==> config.mk <==
export PLATFORM = sky130hd
export DESIGN_NAME = serial_word_cmp
export DESIGN_NICKNAME = d
export VERILOG_FILES = /design/src/rtl/clcg_pkg.sv /design/src/rtl/comp2b.sv /design/src/rtl/serial_word_cmp.sv
export SDC_FILE = /design/constraint.sdc
export NUM_CORES = 1
export LEC_CHECK = 0
export ABC_CLOCK_PERIOD_IN_PS = 2700
export CAP_MARGIN = 20
export CORE_MARGIN = 10
export CORE_UTILIZATION = 51
export CTS_CLUSTER_DIAMETER = 150
export DETAILED_ROUTE_END_ITERATION = 10
export PLACE_DENSITY = 0.86
export SYNTH_ARGS = -nofsm -noshare
export SYNTH_HDL_FRONTEND = slang
export SYNTH_SLANG_ARGS = --single-unit
==> constraint.sdc <==
create_clock -name clk -period 2.7 [get_ports clk]
set_clock_uncertainty 0.2 [all_clocks]
set_input_delay 0.675 -clock clk [delete_from_list [all_inputs] [get_ports clk]]
set_output_delay 0.675 -clock clk [all_outputs]
set_load 0.02 [all_outputs]
==> src/rtl/clcg_pkg.sv <==
// clcg_pkg: shared FSM encoding and slice width for the dual-CLCG serial comparator
package clcg_pkg;
  localparam int SLICE_W = 2;
  typedef enum logic [1:0] {
    S_IDLE = 2'd0,
    S_SCAN = 2'd1,
    S_DONE = 2'd2
  } state_t;
endpackage

==> src/rtl/comp2b.sv <==
// comp2b: combinational 2-bit magnitude comparator slice (a_big: a>b, b_big: b>a)
module comp2b
  import clcg_pkg::*;
(
  input  logic [SLICE_W-1:0] a,
  input  logic [SLICE_W-1:0] b,
  output logic               a_big,
  output logic               b_big
);
  assign a_big = a > b;
  assign b_big = b > a;
endmodule

==> src/rtl/serial_word_cmp.sv <==
// serial_word_cmp: MSB-first 2-bit-per-cycle magnitude compare of a/b; ready in IDLE, done pulse with held a_gt/b_gt/eq and slices_used
module serial_word_cmp
  import clcg_pkg::*;
#(
  parameter int WIDTH = 32,
  localparam int CW = (WIDTH / 2 > 1) ? $clog2(WIDTH / 2) : 1
) (
  input  logic             clk,
  input  logic             rst,
  input  logic             start,
  input  logic [WIDTH-1:0] a,
  input  logic [WIDTH-1:0] b,
  output logic             ready,
  output logic             done,
  output logic             a_gt,
  output logic             b_gt,
  output logic             eq,
  output logic [CW:0]      slices_used
);
  state_t state, state_nx;
  logic [WIDTH-1:0] sa, sb;
  logic [CW-1:0] cnt;
  logic [CW:0] used;
  logic a_big, b_big, decided;
  comp2b u_slice (
    .a(sa[WIDTH-1 -: SLICE_W]),
    .b(sb[WIDTH-1 -: SLICE_W]),
    .a_big(a_big),
    .b_big(b_big)
  );
  assign decided = a_big | b_big | (cnt == '0);
  assign ready = (state != S_SCAN) && (state != S_DONE);
  assign done = state == S_DONE;
  always_comb begin
    state_nx = S_IDLE;
    if (state == S_SCAN) state_nx = decided ? S_DONE : S_SCAN;
    else if (ready) state_nx = start ? S_SCAN : S_IDLE;
  end
  always_ff @(posedge clk) begin
    if (rst) state <= S_IDLE;
    else state <= state_nx;
  end
  always_ff @(posedge clk) begin
    if (rst) begin
      sa <= '0;
      sb <= '0;
      cnt <= '0;
      used <= '0;
      a_gt <= 1'b0;
      b_gt <= 1'b0;
      eq <= 1'b0;
      slices_used <= '0;
    end else if (ready && start) begin
      sa <= a;
      sb <= b;
      cnt <= CW'(WIDTH / 2 - 1);
      used <= (CW + 1)'(1);
    end else if (state == S_SCAN) begin
      if (decided) begin
        a_gt <= a_big;
        b_gt <= b_big;
        eq <= ~(a_big | b_big);
        slices_used <= used;
      end else begin
        sa <= sa << SLICE_W;
        sb <= sb << SLICE_W;
        cnt <= cnt - CW'(1);
        used <= used + (CW + 1)'(1);
      end
    end
  end
endmodule

==> results of run 1 <==
[through the flow]
| stage | power [uW] | worst slack (ns) |
|---|---|---|
| CTS | 3500 | 0.0939 |
| global route | 3680 | 0.0582 |
| floorplan | 2160 | 0.441 |
| detailed placement | 2440 | 0.149 |
| finish | 3480 | 0.111 |
| global placement | 2400 | 0.204 |
[critical path, cell delays in order, from the launching register on]
cell and delay, ns:
dfxtp_1 0.34, inv_1 0.05, ha_1 0.34, clkdlybuf4s50_1 0.64
[where the power goes]
part	switching [uW]	leakage, uW	internal, uW
Sequential	112	0.000686	1420
Combinational	505	0.000918	397
Clock	419	0.000123	637
Total	1030	0.00173	2450
[synthesized netlist by cell type (3+ instances only)]
cell	count	area, sq um
nand2_1	11	41.3
o21ai_0	3	15.0
nor3_1	124	621
nand3_1	5	25.0
mux2i_1	6	60.1
ha_1	6	75.1
or3_1	5	31.3
nor4_1	60	375
dfxtp_1	83	1660
nor2_1	66	248
clkbuf_1	37	139
buf_2	5	25.0
inv_1	9	33.8
a21oi_1	13	65.1
[sequential cells by signal, indices dropped and copies added, names as in the netlist]
register	cells
sb	32
eq	1
used	5
a_gt	1
cnt	4
slices_used	5
sa	32
state	2
b_gt	1
[what timing repair did]
action | in CTS | in global routing
gates resized for setup | 0 | 1
endpoints found under the hold margin | 0 | 0
endpoints found under the setup margin | 0 | 6
hold buffers | 0 | 0
[final timing paths]
kind | from | end | slack (ns) | cells past startpoint
worst max-delay path | state[0]$_SDFF_PP0_ | ready | 0.11 | 3
worst min-delay path | eq$_SDFFE_PP0P_ | eq$_SDFFE_PP0P_ | 0.27 | 2
worst max register to register | sa[31]$_SDFFE_PP0P_ | sa[5]$_SDFFE_PP0P_ | 0.40 | 7
worst min register to register | eq$_SDFFE_PP0P_ | eq$_SDFFE_PP0P_ | 0.27 | 2
[area by class of cell]
| cell class | count | area (sq um) |
|---|---|---|
| Sequential cell | 83 | 1660 |
| Inverter | 10 | 37.5 |
| Clock buffer | 11 | 141 |
| Tap cell | 96 | 120 |
| Multi-Input combinational cell | 319 | 1740 |
| Timing Repair Buffer | 87 | 876 |
| Fill cell | 563 | 2160 |
| Clock inverter | 5 | 100 |
[per-layer routing]
layer | global-route usage, % | vias to the layer above | part of all wire (%) | routed length (microns)
met1 | 20.4 | 1575 | 43 | 3950
met5 | 0 | - | 0 | 0
met3 | 3.35 | 21 | 5.0 | 465
met4 | 8.45 | 0 | 2.8 | 259
met2 | 27.6 | 103 | 49 | 4560
li1 | - | 1746 | - | -
[cells by family (layout without fill, tap and decap cells)]
kind of cell | after synthesis | in the layout | synth area share [%]
XOR/XNOR | 2 | 2 | 0.486
flip-flops | 83 | 83 | 46.1
adder cells (fa/ha/maj) | 6 | 6 | 2.08
multiplexers | 6 | 6 | 1.67
AO/OA/AOI/OAI | 21 | 21 | 3.51
buffers and inverters | 55 | 113 | 6.11
AND/OR/NAND/NOR | 284 | 284 | 40.0
==> results.py, run 1 <==
metrics = {
    "status": {
        "status": "finished, final reports clean",
    },
    "final_layout": {
        "diodes": 0,
        "drive_gt1_share_pct": 6.99,
        "final_cell_mix": "nor3_1 (124), dfxtp_1 (83), clkdlybuf4s50_1 (75)",
        "final_common_cell": "nor3_1",
        "instances_no_fill": 611,
        "nNetsFinal": 583,
        "area_growth_pct": 29.8,
        "final_area_sq_um": 4680,
        "finish.utilization_pct": 68.4,
    },
    "floorplan": {
        "start_util_pct": 52.7,
        "fp.dieW_microns": 104,
        "die_h_microns": 104,
        "fp.dieArea_sq_um": 10800,
        "core_sq_um": 6830,
        "rows": 30,
        "io_pins": 77,
    },
    "worst_setup_path": {
        "required_ns": 1.82,
        "path_max_fanout": 3,
        "timing_worst_setup_path_type": "flop to output pin",
        "arrival_ns": 1.71,
        "startpoint_type": "flop",
        "crit_path_end_kind": "output pin",
    },
    "placement": {
        "dp_hpwl_microns": 6180,
        "placed_cells": 595,
        "gp_congestion": 0.783,
        "dpl-instance-area_sq_um": 4430,
        "port_buffers": 76,
    },
    "clocking": {
        "cts_tree": "done",
        "post-cts-setup-buffers": 0,
        "cts_root_buf": "clkbuf_8",
        "clk_pin_slew_worst_paths_ns": 0.08,
        "cts_max_level": 3,
        "numCtsBuffers": 9,
        "worstSkewPairLatency_ns": 0.35,
        "clock_sinks": 83,
        "cts_buffer_depth": 2,
    },
    "logic_synthesis": {
        "synth.distinct_cells": 32,
        "synthArstFlopShare_pct": 0,
        "syn-cell-area_sq_um": 3600,
        "yosysWarnings": 0,
        "synthesis.nets": 530,
        "netlist_instances": 457,
        "synth_ff_type": "dfxtp_1",
        "avgSynthCellArea_sq_um": 7.89,
        "ys_ff_latch": 83,
        "synth-edff-count": 0,
        "seq_area_frac_synth_pct": 46.1,
    },
    "detailed_routing": {
        "vias": 3445,
        "drc": 0,
        "ant_nets": 0,
        "wl_per_cell_microns": 15.1,
        "wirelength_microns": 9240,
        "drtPass1Iterations": 4,
        "drtIter0Drc": 209,
        "via_per_inst": 5.64,
    },
    "global_route": {
        "antenna_found_initial": 0,
        "grt_pass1_wl_microns": 15400,
        "overflow": 0,
        "grt_max_degree": 91,
        "grt_pass1_vias": 3347,
        "grtUsageTotal_pct": 16.8,
    },
    "timing": {
        "setup_tns_ns": 0,
        "setup_violations": 0,
        "timing.slew.headroom_pct": 59.9,
        "fmax_ghz": 0.386,
        "min_period_ns": 2.59,
        "hold_viol": 0,
        "rsz0062_at_grt": "no",
        "tightest_slew_ns": 0.601,
        "fin_hold_ws_ns": 0.270,
        "slew_violations": 0,
        "period_share_pct": 95.9,
    },
    "worst_hold_path": {
        "min_path_type": "flop to flop",
    },
    "flow_run": {
        "drv_cap": 0,
    },
    "power_and_ir_drop": {
        "p_per_area_nw_per_um2": 745,
        "max-vdd-ir-drop_v": 0.000397,
        "power.leakage_uw": 0.00173,
    },
}
No activity file was read; power rests on OpenSTA's default activity.
==> inputs of run 2 (changes only) <==
Settings changed: GPL_ROUTABILITY_DRIVEN set to 1.
==> results of run 2 <==
Same layout as run 1: the final DEF is identical, and so are final timing and power.
==> inputs of run 3 (changes only) <==
Settings changed: PLACE_DENSITY 0.86 to 0.85, SYNTH_HIERARCHICAL set to 1.
==> run 3 against run 2 <==
Fmax fell by 0.56%. Clock power fell by 27%. Total power rose by 33%. Worst setup slack got worse by 0.014 ns. Synthesized cell count rose by 2.4%. Area after synthesis rose by 6.8%. Highest routed layer unchanged.
==> results.py, run 3 <==
metrics = {
    "worst_setup_path": {
        "r2r_slack_ns": 0.1,
        "crit_path_end_kind": "flop",
        "slowest_stage": "nor3b_4",
        "slowest_delay_ns": 0.41,
        "reg2reg_depth": 9,
        "arrival_ns": 2.63,
        "path_max_fanout": 33,
        "startpoint_type": "flop",
        "path_delay_family": "simple AND/OR/NAND/NOR gates",
        "required_ns": 2.73,
        "r2r-start": "sa[31]$_SDFFE_PP0P_",
        "timing_worst_setup_path_type": "flop to flop",
        "worstPathCellList": "inv_1 > ha_1 > nor2b_4 > a2bb2oi_2 > buf_4 > nor3b_4 > buf_12 > nand3_1 > a311oi_1",
        "crit_buf_inv": 3,
        "rr_endpoint": "sb[5]$_SDFFE_PP0P_",
    },
    "detailed_routing": {
        "drc": 0,
        "wirelength_microns": 10600,
        "vias": 3794,
        "via_per_inst": 6.09,
        "ant_nets": 0,
        "drtPass1Iterations": 5,
        "wl_per_cell_microns": 16.9,
        "drtIter0Drc": 395,
    },
    "final_layout": {
        "nNetsFinal": 593,
        "regArea_sq_um": 1660,
        "multi_input_area_sq_um": 1970,
        "drive_gt1_share_pct": 8.21,
        "reg_top3": "sa x32, sb x32",
        "diodes": 0,
        "area_growth_pct": 27.0,
        "final_common_cell": "dfxtp_1",
        "final_cell_mix": "dfxtp_1 (83), clkdlybuf4s50_1 (74), nor2_1 (66)",
        "fillCellCount": 624,
    },
    "clocking": {
        "cts_max_level": 3,
        "clock_sinks": 83,
        "worstSkewPairLatency_ns": 0.35,
        "cts_buffer_depth": 2,
        "cts_tree": "done",
        "numCtsBuffers": 9,
        "post-cts-setup-buffers": 0,
        "cts_root_buf": "clkbuf_8",
        "clk_pin_slew_worst_paths_ns": 0.08,
    },
    "placement": {
        "pre_cts_slack_ns": 0.0100,
        "dp_hpwl_microns": 6910,
        "gp_congestion": 0.820,
        "port_buffers": 76,
    },
    "power_and_ir_drop": {
        "power.internal_uw": 2720,
        "p_per_area_nw_per_um2": 949,
        "seqPwrFrac_pct": 37.7,
        "p_sw_uw": 1920,
        "power.leakage_uw": 0.00166,
        "p_clk_share_pct": 16.7,
        "comb_power_share_pct": 45.5,
        "switching_share_pct": 41.4,
        "max-vdd-ir-drop_v": 0.000399,
    },
    "logic_synthesis": {
        "netlist_instances": 468,
        "yosysWarnings": 6,
        "yosysTopAreaCell": "dfxtp_1",
        "post-synth-top-count-cell": "dfxtp_1",
        "synth.area.top_cells": "dfxtp_1 (43%), a311oi_1 (12%), nand3_1 (7.4%)",
        "synth_ff_type": "dfxtp_1",
        "ys_top_cells_by_count": "dfxtp_1 (83), nor2_1 (67), nand3_1 (57), o21ai_0 (57), a311oi_1 (53)",
        "synthesis.nets": 541,
        "synth.distinct_cells": 35,
        "synth_top_area_share_pct": 43.2,
        "seq_area_frac_synth_pct": 43.2,
        "synthArstFlopShare_pct": 0,
        "avgSynthCellArea_sq_um": 8.22,
        "ys_ff_latch": 83,
        "synth-edff-count": 0,
        "syn-cell-area_sq_um": 3850,
    },
    "timing": {
        "setup_tns_ns": 0,
        "timing.slew.headroom_pct": 56.9,
        "period_share_pct": 96.4,
        "finalWorstSetupSlack_ns": 0.0966,
        "fin_hold_ws_ns": 0.263,
        "min_period_ns": 2.60,
        "hold_viol": 0,
        "fmax_ghz": 0.384,
        "tightest_slew_ns": 0.646,
        "setup_violations": 0,
        "rsz0062_at_grt": "no",
        "slew_violations": 0,
    },
    "global_route": {
        "antenna_found_initial": 0,
        "overflow": 0,
        "grt_pass1_vias": 3601,
        "grtUsageTotal_pct": 17.4,
        "grt_pass1_wl_microns": 17100,
        "grt_max_degree": 83,
    },
    "floorplan": {
        "fp.dieW_microns": 107,
        "core_sq_um": 7290,
        "io_pins": 77,
        "die_h_microns": 107,
        "start_util_pct": 52.8,
        "rows": 31,
        "fp.dieArea_sq_um": 11400,
    },
    "status": {
        "status": "finished, final reports clean",
    },
    "worst_hold_path": {
        "min_path_type": "flop to flop",
        "hold_end": "slices_used[4]$_SDFFE_PP0P_",
        "hold_depth": 2,
        "hp-start": "slices_used[4]$_SDFFE_PP0P_",
    },
    "flow_run": {
        "drv_cap": 0,
    },
}
[run 3: through the flow]
| step | total power, uW | area, sq um | cells | util [%] |
|---|---|---|---|---|
| after floorplan | 3140 | 3850 | 468 | - |
| after global placement | 3750 | 4710 | 608 | 64.6 |
| after detailed placement | 3820 | 4710 | 608 | 64.6 |
| after CTS | 4610 | 4880 | 623 | 66.9 |
| after global routing | 4940 | 4890 | 623 | 67.0 |
| final | 4640 | 4890 | 623 | 67.0 |
[run 3: final cells by class]
cell class | count | area share (%)
timing repair buffer | 94 | 19.1
tap | 99 | 2.54
clock inverter | 5 | 0.615
multi-input combinational | 324 | 40.4
clock buffer | 10 | 2.82
inverter | 8 | 0.615
sequential | 83 | 34.0
[run 3: worst min-delay path: stages, from the launching register on]
cell,delay (ns)
dfxtp_1,0.32
nand2_1,0.05
mux2i_1,0.05
[run 3: cells by family (layout without fill, tap and decap cells)]
logic type,count (synthesis),after routing,share of synthesized area (%)
AOI/OAI and AO/OA,145,145,26.4
adders and majority gates,6,6,1.95
buffers and inverters,61,117,6.24
DFF,83,83,43.2
muxes,9,9,2.37
and+or+nand+nor,164,164,19.8
[run 3: power by group through the flow]
stage	Clock, uW	Sequential [uW]	Combinational, uW
floorplan	0	1730	1420
global placement	0	1750	2000
detailed placement	0	1760	2050
CTS	786	1740	2080
global route	829	1790	2320
finish	776	1750	2110
[run 3: worst max-delay path by stage]
stage | start | to | slack, ns | depth (start not counted)
floorplan | sa[31]$_SDFFE_PP0P_ | used[3]$_SDFFE_PP0P_ | 0.33 | 10
global placement | sa[31]$_SDFFE_PP0P_ | cnt[2]$_SDFFE_PP0P_ | 0.15 | 8
detailed placement | sa[31]$_SDFFE_PP0P_ | sa[30]$_SDFFE_PP0P_ | 0.01 | 8
CTS | sa[31]$_SDFFE_PP0P_ | sb[30]$_SDFFE_PP0P_ | 0.02 | 8
global route | sa[31]$_SDFFE_PP0P_ | sb[10]$_SDFFE_PP0P_ | 0.02 | 9
finish | sa[31]$_SDFFE_PP0P_ | sb[5]$_SDFFE_PP0P_ | 0.1 | 9
[run 3: per-layer routing]
metal  track usage [%]  wire length [microns]  vias to the layer above  share of wire, %
li1                  -                      -                     1843                 -
met1              23.3                   4800                     1802                46
met2              27.2                   4940                      134                47
met3              3.65                    632                       15               6.0
met4              6.29                    174                        0               1.6
met5                 0                      0                        -                 0
[run 3: what timing repair did]
action	CTS	global route
hold buffers	0	0
resized for setup	0	3
endpoints found under the setup margin	0	11
endpoints found under the hold margin	0	0
